`src/rtl/c15xx_pkg.sv`:
```
// Shared types and helpers for the C1541/C1571 drive-mechanics blocks:
// stepper-phase direction decode and default geometry constants.
package c15xx_pkg;

  typedef enum logic [1:0] {
    STEP_NONE = 2'd0,
    STEP_UP   = 2'd1,
    STEP_DOWN = 2'd2
  } step_e;

  localparam int DEF_MAX_HALFTRACK   = 80;
  localparam int DEF_RESET_HALFTRACK = 36;
  localparam int DEF_CHANGE_CYCLES   = 15000000;

  // Phase pairs one position apart in the 0-2-1-3 rotation are steps; others are noise.
  function automatic step_e step_dir(input logic [1:0] prev, input logic [1:0] cur);
    step_e d;
    case ({prev, cur})
      4'b00_10, 4'b10_01, 4'b01_11, 4'b11_00: d = STEP_UP;
      4'b00_11, 4'b10_00, 4'b01_10, 4'b11_01: d = STEP_DOWN;
      default:                                d = STEP_NONE;
    endcase
    return d;
  endfunction

endpackage

```
`src/rtl/c15xx_change_timer.sv`:
```
// Disk-change edge detector with readonly latch and a saturating window
// counter; ch_active is high while the write-protect toggle window runs.
module c15xx_change_timer
  import c15xx_pkg::*;
#(
  parameter int CHANGE_CYCLES = DEF_CHANGE_CYCLES,
  localparam int CW = (CHANGE_CYCLES < 1) ? 1 : $clog2(CHANGE_CYCLES + 1)
) (
  input  logic clk,
  input  logic reset,
  input  logic disk_change,
  input  logic disk_readonly,
  output logic change_edge,
  output logic readonly,
  output logic ch_active
);

  localparam logic [CW-1:0] LOAD_VAL = CW'(CHANGE_CYCLES);

  logic          dc_r;
  logic          ro_r;
  logic          ch_r;
  logic [CW-1:0] cnt_r;
  logic [CW-1:0] cnt_nxt_s;
  logic          ro_nxt_s;

  assign change_edge = disk_change & ~dc_r;
  assign readonly    = ro_r;
  assign ch_active   = ch_r;

  // Next-state for the window counter and the readonly latch.
  always_comb begin
    cnt_nxt_s = cnt_r;
    ro_nxt_s  = ro_r;
    if (change_edge) begin
      cnt_nxt_s = LOAD_VAL;
      ro_nxt_s  = disk_readonly;
    end else if (cnt_r != {CW{1'b0}}) begin
      cnt_nxt_s = cnt_r - CW'(1);
    end else begin
      cnt_nxt_s = cnt_r;
    end
  end

  // Edge-detect register, counter, latch and registered window flag.
  always_ff @(posedge clk) begin
    if (reset) begin
      dc_r  <= 1'b0;
      ro_r  <= 1'b0;
      cnt_r <= {CW{1'b0}};
      ch_r  <= 1'b0;
    end else begin
      dc_r  <= disk_change;
      ro_r  <= ro_nxt_s;
      cnt_r <= cnt_nxt_s;
      ch_r  <= (cnt_nxt_s != {CW{1'b0}});
    end
  end

endmodule

```
`src/rtl/c15xx_head_ctrl.sv`:
```
// Drive head controller: stepper decode to clamped half-track, head side,
// dirty tracking and a single-entry save request with overrun flag.
module c15xx_head_ctrl
  import c15xx_pkg::*;
#(
  parameter int MAX_HALFTRACK   = DEF_MAX_HALFTRACK,
  parameter int RESET_HALFTRACK = DEF_RESET_HALFTRACK,
  parameter int CHANGE_CYCLES   = DEF_CHANGE_CYCLES,
  parameter int SIDES           = 1,
  localparam int HTW            = $clog2(MAX_HALFTRACK + 1)
) (
  input  logic           clk,
  input  logic           reset,
  input  logic           mtr,
  input  logic [1:0]     stp,
  input  logic           act,
  input  logic           side_i,
  input  logic           buff_we,
  input  logic           disk_change,
  input  logic           disk_readonly,
  input  logic           save_ack,
  output logic [HTW-2:0] track,
  output logic           side,
  output logic           tr00_sense_n,
  output logic           wps_n,
  output logic           save_req,
  output logic [HTW-2:0] save_track,
  output logic           save_side,
  output logic           overrun
);

  localparam logic [HTW-1:0] MAX_HT = HTW'(MAX_HALFTRACK);
  localparam logic [HTW-1:0] RST_HT = HTW'(RESET_HALFTRACK);
  localparam logic [HTW-1:0] ONE_HT = HTW'(1);

  logic [HTW-1:0] halftrack_r;
  logic [HTW-1:0] halftrack_nxt_s;
  logic [1:0]     stp_r;
  logic           act_r;
  logic           side_r;
  logic           dirty_r;
  logic           save_req_r;
  logic [HTW-2:0] save_track_r;
  logic           save_side_r;
  logic           overrun_r;
  logic           tr00_n_r;

  step_e          dir_s;
  logic           step_ev_s;
  logic           side_ev_s;
  logic           act_ev_s;
  logic           save_ev_s;
  logic           issue_s;
  logic           change_edge_s;
  logic           readonly_s;
  logic           ch_active_s;

  c15xx_change_timer #(
    .CHANGE_CYCLES(CHANGE_CYCLES)
  ) u_change_timer (
    .clk          (clk),
    .reset        (reset),
    .disk_change  (disk_change),
    .disk_readonly(disk_readonly),
    .change_edge  (change_edge_s),
    .readonly     (readonly_s),
    .ch_active    (ch_active_s)
  );

  assign track        = halftrack_r[HTW-1:1];
  assign side         = side_r;
  assign tr00_sense_n = tr00_n_r;
  assign wps_n        = ~readonly_s ^ ch_active_s;
  assign save_req     = save_req_r;
  assign save_track   = save_track_r;
  assign save_side    = save_side_r;
  assign overrun      = overrun_r;

  // Event decode and clamped half-track next state.
  always_comb begin
    dir_s     = step_dir(stp_r, stp);
    step_ev_s = mtr && (dir_s != STEP_NONE);
    side_ev_s = (SIDES == 2) ? (side_i != side_r) : 1'b0;
    act_ev_s  = act_r & ~act;
    save_ev_s = step_ev_s | side_ev_s | act_ev_s;
    // A write landing in the event cycle still belongs to the departing track.
    issue_s   = save_ev_s && (dirty_r || buff_we) && !change_edge_s;
    halftrack_nxt_s = halftrack_r;
    if (step_ev_s && (dir_s == STEP_UP) && (halftrack_r < MAX_HT)) begin
      halftrack_nxt_s = halftrack_r + ONE_HT;
    end else if (step_ev_s && (dir_s == STEP_DOWN) && (halftrack_r > ONE_HT)) begin
      halftrack_nxt_s = halftrack_r - ONE_HT;
    end else begin
      halftrack_nxt_s = halftrack_r;
    end
  end

  // Head position, side, dirty flag and save handshake state.
  always_ff @(posedge clk) begin
    if (reset) begin
      halftrack_r  <= RST_HT;
      tr00_n_r     <= (RST_HT[HTW-1:1] != {(HTW-1){1'b0}});
      stp_r        <= 2'd0;
      act_r        <= 1'b0;
      side_r       <= 1'b0;
      dirty_r      <= 1'b0;
      save_req_r   <= 1'b0;
      save_track_r <= {(HTW-1){1'b0}};
      save_side_r  <= 1'b0;
      overrun_r    <= 1'b0;
    end else begin
      stp_r       <= stp;
      act_r       <= act;
      halftrack_r <= halftrack_nxt_s;
      tr00_n_r    <= (halftrack_nxt_s[HTW-1:1] != {(HTW-1){1'b0}});
      side_r      <= (SIDES == 2) ? side_i : 1'b0;

      if (change_edge_s || save_ev_s) begin
        dirty_r <= 1'b0;
      end else if (buff_we) begin
        dirty_r <= 1'b1;
      end

      // A new disk discards any pending save of the old image.
      if (change_edge_s) begin
        save_req_r <= 1'b0;
      end else if (issue_s && !save_req_r) begin
        save_req_r   <= 1'b1;
        save_track_r <= halftrack_r[HTW-1:1];
        save_side_r  <= side_r;
      end else if (save_req_r && save_ack) begin
        save_req_r <= 1'b0;
      end

      if (issue_s && save_req_r) begin
        overrun_r <= 1'b1;
      end
    end
  end

endmodule

```
`config.mk`:
```
export PLATFORM = sky130hd
export DESIGN_NAME = c15xx_head_ctrl
export DESIGN_NICKNAME = d
export VERILOG_FILES = /design/src/rtl/c15xx_pkg.sv /design/src/rtl/c15xx_change_timer.sv /design/src/rtl/c15xx_head_ctrl.sv
export SDC_FILE = /design/constraint.sdc
export NUM_CORES = 1
export LEC_CHECK = 0
export CAP_MARGIN = 10
export CORE_MARGIN = 1
export CORE_UTILIZATION = 37
export CTS_CLUSTER_DIAMETER = 40
export DETAILED_ROUTE_END_ITERATION = 8
export PLACE_DENSITY = 0.6
export SYNTH_ARGS = -nofsm -noshare
export SYNTH_HDL_FRONTEND = slang
export SYNTH_SLANG_ARGS = --single-unit
```
`constraint.sdc`:
```
create_clock -name clk -period 6.3 [get_ports clk]
set_input_delay 1.26 -clock clk [delete_from_list [all_inputs] [get_ports clk]]
set_output_delay 1.26 -clock clk [all_outputs]
set_load 0.01 [all_outputs]
```
==> results of run 1 <==
==> logic make-up (layout without fill, tap and decap cells) <==
family,count (synthesis),in the layout,synth area share (%)
simple gates,129,129,27.9
flops,47,47,36.8
compound gates,44,44,12.3
buf+inv,33,43,7.29
xor+xnor,30,30,10.3
mux,7,7,2.79
fa+ha+maj,5,5,2.45
other cells,1,2,0.147
==> through the flow <==
step,area (sq um),power (mW),setup slack (ns),utilization (%),hold WS [ns]
after global routing,2850,0.805,2.55,43.9,0.513
final,2850,0.761,2.80,43.9,0.473
after global placement,2760,0.575,2.48,42.5,0.462
after CTS,2850,0.766,2.77,43.9,0.479
after floorplan,2560,0.531,3.58,-,0.449
after detailed placement,2760,0.577,2.44,42.5,0.459
==> power by group <==
| group | switching (mW) | internal, mW |
|---|---|---|
| sequential | 0.0353 | 0.322 |
| combinational | 0.120 | 0.0946 |
| clock | 0.109 | 0.0797 |
| total | 0.264 | 0.496 |
==> worst max-delay path by stage <==
stage           start                    endpoint  slack, ns  cells past startpoint
5_1_grt        stp[1]  save_track[3]$_SDFFE_PP0P_       2.55                      8
2_1_floorplan  stp[0]     tr00_sense_n$_SDFF_PP1_       3.58                      8
6_report       stp[1]  save_track[0]$_SDFFE_PP0P_       2.80                      8
3_3_place_gp   stp[1]  save_track[2]$_SDFFE_PP0P_       2.48                      8
4_1_cts        stp[1]  save_track[0]$_SDFFE_PP0P_       2.77                      8
3_5_place_dp   stp[1]  save_track[2]$_SDFFE_PP0P_       2.44                      8
==> area by class of cell <==
type | count | share of cell area, %
Sequential cell | 47 | 33.0
Inverter | 9 | 1.18
Tap cell | 77 | 3.38
Timing Repair Buffer | 26 | 9.04
Clock inverter | 3 | 0.789
Multi-Input combinational cell | 217 | 50.2
Clock buffer | 5 | 2.41
==> layer usage <==
layer	vias to the layer above	share of wire, %	track usage, %
met5	-	0	0
met4	0	1.6	6.01
met2	33	41	21.4
li1	1048	-	-
met1	929	55	23.2
met3	6	3.2	3.02
==> placed cells by master (no fill, tap or decap), drive strengths merged, types with 3 or more instances in the layout <==
cell type	netlist	final
a21oi	17	17
a31oi	6	6
clkbuf	5	5
clkdlybuf4s50	0	25
dfxtp	47	47
ha	5	5
inv	9	10
mux2i	6	6
nand2	19	19
nand2b	4	4
nand3	4	4
nor2	45	45
nor2b	7	7
nor3	13	13
nor3b	3	3
nor4	12	12
o22ai	3	3
o31ai	3	3
or2	3	3
or3	4	4
or4	5	5
xnor2	19	19
xor2	11	11
==> critical path, cell delays in order <==
cell and delay (ns):
clkdlybuf4s50_1 0.50, xor2_1 0.30, and2_1 0.20, a21oi_1 0.06, nor3_1 0.39, nor2b_1 0.67, mux2i_1 0.25, nor2_1 0.06
==> sequential cells by signal (all words and copies together), names as in the netlist <==
signal,cells
act_r,1
dirty_r,1
halftrack_r,7
overrun,1
save_req,1
save_track,6
stp_r,2
tr00_sense_n,1
u_change_timer.ch_active,1
u_change_timer.cnt_r,24
u_change_timer.dc_r,1
u_change_timer.readonly,1
==> results.py, run 1 <==
metrics = {
    "timing": {
        "fin_skew_ns": 0.0123,
        "fin_setup_tns_ns": 0,
        "worst_pin_slew_ns": 0.748,
        "period_needed_ns": 3.50,
        "fmax_ghz": 0.285,
        "slew_violations": 0,
        "period_share_pct": 55.6,
        "hold_viol_final": 0,
        "setup_viol": 0,
        "rsz0062_at_grt": "no",
        "relSlewSlack_pct": 50.0,
    },
    "status": {
        "status": "completed",
    },
    "layout": {
        "diodes": 0,
        "syn2layout_area_growth_pct": 11.6,
        "nFillCells": 631,
        "drive_gt1_share_pct": 8.47,
        "multiInputGateArea_sq_um": 1430,
        "regArea_sq_um": 941,
        "nets": 322,
        "fin_cells": 384,
    },
    "clock_network": {
        "numCtsBuffers": 5,
        "holdBufCountCts": 0,
        "cts_sinks": 47,
        "root_buffer": "clkbuf_8",
        "ctsResizeCount": 0,
        "cts_htree_levels": 2,
        "clk_pin_slew_ns": 0.10,
        "cts_tree": "done",
        "cts_buffer_depth": 2,
        "postCtsSetupRepairBufs": 0,
        "clk_latency_ns": 0.31,
    },
    "die": {
        "initial_utilization_pct": 39.4,
        "die_y_um": 85.1,
        "core_sq_um": 6490,
        "boundaryPins": 29,
        "die_area_sq_um": 7250,
        "die_w_um": 85.1,
        "rows": 29,
    },
    "synthesis": {
        "yosysWarnings": 0,
        "ys_top_cells_by_count": "dfxtp_1, nor2_1, nand2_1, xnor2_1, a21oi_1",
        "synth_area_leaders": "dfxtp_1, nor2_1, xnor2_1",
        "yosysTopAreaCell": "dfxtp_1",
        "netlist_area_sq_um": 2560,
        "synth_seq_cells": 47,
        "postSynthAreaPerCell_sq_um": 8.64,
        "synth_flop_cell": "dfxtp_1",
        "seq_area_frac_synth_pct": 36.8,
        "synthMostInstantiatedCell": "dfxtp_1",
        "synth_cell_types": 54,
        "netlist_instances": 296,
        "async_flop_share_pct": 0,
        "synth-edff-count": 0,
        "synth_top_area_share_pct": 36.8,
    },
    "setup_path": {
        "cp.arrival_ns": 3.70,
        "reg2reg_depth": 9,
        "critPathLaunchType": "input port",
        "r2r_slack_ns": 3.61,
        "timing.rr.start": "u_change_timer.cnt_r[0]$_SDFF_PP0_",
        "reg2reg_to": "u_change_timer.ch_active$_SDFF_PP0_",
        "required_ns": 6.50,
        "cp-end-kind": "register",
        "crit_type": "input port to register",
        "cp_max_fo": 7,
    },
    "drt": {
        "routedWlPerCell_um": 13.7,
        "post-route-drc-count": 0,
        "vias": 2016,
        "ant_nets": 0,
        "via_per_inst": 5.25,
        "drt_iter0_markers": 145,
        "wirelength_mm": 5.28,
        "firstDrtPassIters": 4,
    },
    "place": {
        "gp_congestion": 0.822,
        "port_buffers": 25,
        "dpl.hpwl_mm": 3.76,
        "post-place-cells": 376,
    },
    "global_routing": {
        "grt_usage_pct": 15.4,
        "gr-total-overflow": 0,
        "grt_pass1_vias": 1828,
        "antenna_found_initial": 0,
        "grt_pass1_wl_mm": 8.89,
        "grt_max_degree": 32,
    },
    "power_and_ir_drop": {
        "power_leakage_nw": 1.03,
        "powerDensity_nw_per_um2": 267,
        "peakVddDrop_mv": 0.104,
    },
    "worst_hold_path": {
        "hold_start": "u_change_timer.readonly$_SDFFE_PP0P_",
        "hold_end": "u_change_timer.readonly$_SDFFE_PP0P_",
        "hold_path_class": "register to register",
        "hold_depth": 2,
    },
    "job": {
        "max-cap-violations": 0,
    },
}
(Power assumes the default switching activity.)
==> run 2, diff against run 1 <==
PLACE_DENSITY = 0.63   (was 0.6)
clock period = 3.2 ns   (was 6.3 ns; I/O delays follow)
==> results.py, run 2 (synthesis gave the netlist of run 1 again) <==
metrics = {
    "drt": {
        "vias": 2030,
        "drt_iter0_markers": 163,
        "wirelength_mm": 5.27,
        "firstDrtPassIters": 4,
        "post-route-drc-count": 0,
        "ant_nets": 0,
        "routedWlPerCell_um": 13.6,
        "via_per_inst": 5.25,
    },
    "timing": {
        "fmax_ghz": 0.380,
        "relSlewSlack_pct": 52.7,
        "timing.final.ws_setup_ns": 0.572,
        "fin_setup_tns_ns": 0,
        "period_share_pct": 82.1,
        "worst_pin_slew_ns": 0.710,
        "hold_ws_ns": 0.479,
        "setup_viol": 0,
        "fin_skew_ns": 0.00506,
        "slew_violations": 0,
        "rsz0062_at_grt": "no",
        "hold_viol_final": 0,
        "period_needed_ns": 2.63,
    },
    "setup_path": {
        "cp.arrival_ns": 2.79,
        "reg2reg_depth": 9,
        "cp_num_buf_inv": 1,
        "timing.rr.start": "u_change_timer.cnt_r[0]$_SDFF_PP0_",
        "r2r_slack_ns": 0.57,
        "cp-end-kind": "register",
        "required_ns": 3.36,
        "crit_type": "register to register",
        "critPathLaunchType": "register",
        "crit_chain": "inv_1 -> ha_1 -> or4b_1 -> nor4_2 -> o211ai_1 -> xor2_1 -> nand3_1 -> nor4_1 -> a41oi_1",
        "cp_max_fo": 8,
        "slowest_delay_ns": 0.62,
        "critPathSlowestCell": "or4b_1",
        "reg2reg_to": "u_change_timer.ch_active$_SDFF_PP0_",
        "cpLargestDelayFamily": "simple AND/OR/NAND/NOR gates",
    },
    "worst_hold_path": {
        "hold_depth": 2,
        "hold_start": "u_change_timer.readonly$_SDFFE_PP0P_",
        "hold_path_class": "register to register",
        "hold_end": "u_change_timer.readonly$_SDFFE_PP0P_",
    },
    "die": {
        "die_w_um": 85.1,
        "rows": 29,
        "die_area_sq_um": 7250,
        "core_sq_um": 6490,
        "initial_utilization_pct": 39.4,
        "die_y_um": 85.1,
        "boundaryPins": 29,
    },
    "global_routing": {
        "grt_max_degree": 31,
        "grt_pass1_wl_mm": 8.97,
        "grt_pass1_vias": 1829,
        "antenna_found_initial": 0,
        "grt_usage_pct": 15.5,
        "gr-total-overflow": 0,
    },
    "clock_network": {
        "ctsResizeCount": 0,
        "cts_tree": "done",
        "clk_pin_slew_ns": 0.09,
        "root_buffer": "clkbuf_8",
        "cts_buffer_depth": 2,
        "postCtsSetupRepairBufs": 0,
        "clk_latency_ns": 0.29,
        "numCtsBuffers": 5,
        "cts_htree_levels": 2,
        "holdBufCountCts": 0,
        "cts_sinks": 47,
    },
    "power_and_ir_drop": {
        "powerDensity_nw_per_um2": 561,
        "peakVddDrop_mv": 0.265,
        "power_leakage_nw": 1.06,
    },
    "place": {
        "gp_congestion": 0.805,
        "dpl.hpwl_mm": 3.76,
        "port_buffers": 25,
        "post-place-cells": 379,
        "pre_cts_slack_ns": 0.419,
    },
    "layout": {
        "fin_cells": 387,
        "nets": 325,
        "syn2layout_area_growth_pct": 14.1,
        "final_common_cell": "dfxtp_1",
        "largest_reg_flops": 24,
        "final_util_pct": 44.9,
        "final_cell_mix": "dfxtp_1, nor2_1, clkdlybuf4s50_1",
        "nFillCells": 622,
        "regMostFlops": "u_change_timer.cnt_r",
        "diodes": 0,
        "drive_gt1_share_pct": 9.03,
    },
    "job": {
        "max-cap-violations": 0,
    },
    "status": {
        "status": "completed",
    },
}
run 2: layer usage:
layer	up-vias	share of wire (%)	track usage [%]
li1	1047	-	-
met1	942	54	22.7
met2	37	41	22.8
met3	4	3.4	3.02
met4	0	1.2	4.78
met5	-	0	0
run 2: area by class of cell:
type	count	area, sq um	share of cell area (%)
clock buffer	6	72.6	2.49
clock inverter	2	60.1	2.06
inverter	9	33.8	1.16
multi-input combinational	217	1430	49.1
sequential	47	941	32.3
tap	77	96.3	3.30
timing repair buffer	29	280	9.61
run 2: worst min-delay path, stage by stage (launching register included):
cell,delay (ns)
dfxtp_1,0.33
nand2_1,0.05
a21oi_1,0.06
run 2: power by group:
group	internal, mW	switching (mW)	total (mW)	leakage, nW
combinational	0.190	0.238	0.427	0.613
clock	0.312	0.192	0.504	0.0654
sequential	0.634	0.0700	0.704	0.386
total	1.14	0.500	1.64	1.06
run 2: stage by stage:
step / area [sq um] / power, mW
global placement: 2780 / 1.14
floorplan: 2560 / 1.05
global route: 2920 / 1.74
finish: 2920 / 1.64
detailed placement: 2780 / 1.14
CTS: 2920 / 1.65
run 2: worst max-delay path by stage:
stage                                  startpoint                                  end  slack (ns)  cells past startpoint
2_1_floorplan  u_change_timer.cnt_r[0]$_SDFF_PP0_  u_change_timer.ch_active$_SDFF_PP0_        0.86                     11
3_3_place_gp                               stp[1]              tr00_sense_n$_SDFF_PP1_        0.42                      8
3_5_place_dp                               stp[1]           save_track[0]$_SDFFE_PP0P_        0.42                      9
4_1_cts        u_change_timer.cnt_r[0]$_SDFF_PP0_  u_change_timer.ch_active$_SDFF_PP0_        0.62                      9
5_1_grt        u_change_timer.cnt_r[0]$_SDFF_PP0_  u_change_timer.ch_active$_SDFF_PP0_        0.31                      9
6_report       u_change_timer.cnt_r[0]$_SDFF_PP0_  u_change_timer.ch_active$_SDFF_PP0_        0.57                      9
==> run 3, diff against run 2 <==
PLACE_DENSITY = 0.6   (was 0.63)
clock period = 2.6 ns   (was 3.2 ns; I/O delays follow)
==> results.py, run 3 (synthesis gave the netlist of run 1 again) <==
metrics = {
    "die": {
        "die_area_sq_um": 7250,
        "initial_utilization_pct": 39.4,
        "die_w_um": 85.1,
        "rows": 29,
        "core_sq_um": 6490,
        "boundaryPins": 29,
        "die_y_um": 85.1,
    },
    "setup_path": {
        "cp_max_fo": 7,
        "crit_type": "register to register",
        "reg2reg_to": "u_change_timer.ch_active$_SDFF_PP0_",
        "timing.rr.start": "u_change_timer.cnt_r[0]$_SDFF_PP0_",
        "cp.arrival_ns": 2.52,
        "crit_chain": "inv_1 -> ha_1 -> or4b_1 -> buf_4 -> or3_1 -> xnor2_1 -> nor4_2 -> a41oi_1",
        "critPathSlowestCell": "or4b_1",
        "required_ns": 2.78,
        "critPathLaunchType": "register",
        "reg2reg_depth": 8,
        "cpLargestDelayFamily": "simple AND/OR/NAND/NOR gates",
        "r2r_slack_ns": 0.26,
        "cp-startpoint": "u_change_timer.cnt_r[0]$_SDFF_PP0_",
        "slowest_delay_ns": 0.49,
        "cp-end-kind": "register",
        "cp_num_buf_inv": 2,
    },
    "drt": {
        "wirelength_mm": 5.57,
        "drt_iter0_markers": 122,
        "wl_met2_mm": 2.31,
        "met3WireLength_um": 165,
        "ant_nets": 0,
        "vias": 2092,
        "wl_met1_mm": 3.04,
        "firstDrtPassIters": 4,
        "post-route-drc-count": 0,
        "top_layer_used": "met4",
        "via_per_inst": 5.20,
        "routedWlPerCell_um": 13.9,
    },
    "clock_network": {
        "root_buffer": "clkbuf_8",
        "numCtsBuffers": 5,
        "cts_sinks": 47,
        "cts_buffer_depth": 2,
        "cts_tree": "done",
        "clk_latency_ns": 0.30,
        "cts_htree_levels": 2,
        "postCtsSetupRepairBufs": 0,
        "clk_pin_slew_ns": 0.09,
    },
    "timing": {
        "period_needed_ns": 2.34,
        "hold_viol_final": 0,
        "hold_ws_ns": 0.479,
        "rsz0062_at_grt": "no",
        "slew_violations": 0,
        "timing.final.ws_setup_ns": 0.257,
        "setup_viol": 0,
        "period_share_pct": 90.1,
        "fmax_ghz": 0.427,
        "fin_setup_tns_ns": 0,
        "fin_skew_ns": 0.00772,
    },
    "layout": {
        "largest_reg_flops": 24,
        "regMostFlops": "u_change_timer.cnt_r",
        "final_cell_mix": "dfxtp_1, nor2_1, clkdlybuf4s50_1",
        "nFillCells": 631,
        "diodes": 0,
        "drive_gt1_share_pct": 13.5,
        "multiInputGateArea_sq_um": 1440,
        "nets": 340,
        "regArea_sq_um": 941,
        "syn2layout_area_growth_pct": 17.0,
        "final_common_cell": "dfxtp_1",
    },
    "global_routing": {
        "grt_max_degree": 31,
        "grt_pass1_wl_mm": 9.65,
        "grt_usage_pct": 16.6,
        "gr-total-overflow": 0,
        "antenna_found_initial": 0,
        "grt_pass1_vias": 1970,
    },
    "power_and_ir_drop": {
        "powerDensity_nw_per_um2": 634,
        "peakVddDrop_mv": 0.229,
        "p_total_mw": 1.90,
        "power_leakage_nw": 1.11,
    },
    "place": {
        "pre_cts_slack_ns": 0.0226,
        "gp_congestion": 0.917,
        "dpl.hpwl_mm": 4.06,
        "port_buffers": 25,
    },
    "status": {
        "status": "completed",
    },
    "worst_hold_path": {
        "hold_depth": 2,
        "hold_end": "u_change_timer.readonly$_SDFFE_PP0P_",
        "hold_path_class": "register to register",
        "hold_start": "u_change_timer.readonly$_SDFFE_PP0P_",
    },
    "job": {
        "max-cap-violations": 0,
    },
}
-- run 3: layout make-up --
| class | instances | share of cell area [%] |
|---|---|---|
| inverters | 9 | 1.13 |
| clock inverters | 2 | 0.544 |
| multi-input cells | 217 | 48.1 |
| well taps | 77 | 3.22 |
| clock buffers | 6 | 2.43 |
| flip-flops and latches | 47 | 31.5 |
| repair buffers | 44 | 13.1 |
-- run 3: worst reg2reg max path, cell delays in order, from the launching register on --
cell and delay, ns:
dfxtp_1 0.35, inv_1 0.12, ha_1 0.18, or4b_1 0.49, buf_4 0.19, or3_1 0.32, xnor2_1 0.16, nor4_2 0.27
a41oi_1 0.15
-- run 3: report_power, final --
group          total (mW)  switching (mW)  internal, mW
Sequential          0.854          0.0737         0.780
Combinational       0.580           0.315         0.265
Clock               0.463           0.269         0.194
Total                1.90           0.658          1.24
-- run 3: worst max path at each step --
stage	slack [ns]	cells after the start	to
floorplan	0.26	11	u_change_timer.ch_active$_SDFF_PP0_
detailed placement	0.02	8	tr00_sense_n$_SDFF_PP1_
CTS	0.22	8	u_change_timer.ch_active$_SDFF_PP0_
global placement	0.01	8	tr00_sense_n$_SDFF_PP1_
finish	0.26	8	u_change_timer.ch_active$_SDFF_PP0_
global route	0.06	9	u_change_timer.ch_active$_SDFF_PP0_
-- run 3: per-layer routing --
layer | up-vias | GRT usage [%]
li1 | 1083 | -
met2 | 38 | 24.7
met5 | - | 0
met1 | 966 | 24.2
met3 | 5 | 3.02
met4 | 0 | 4.93
-- run 3: metrics by stage --
stage | util, % | instances | instance area, sq um
after CTS | 46.0 | 402 | 2990
after detailed placement | 44.6 | 394 | 2900
final | 46.1 | 402 | 2990
after global placement | 44.6 | 394 | 2900
after floorplan | - | 297 | 2560
after global routing | 46.1 | 402 | 2990
-- run 3: repair_timing --
action                     4_1_cts  5_1_grt
gates resized for setup          0        1
setup endpoints to repair        0        1
hold buffers                     0        0
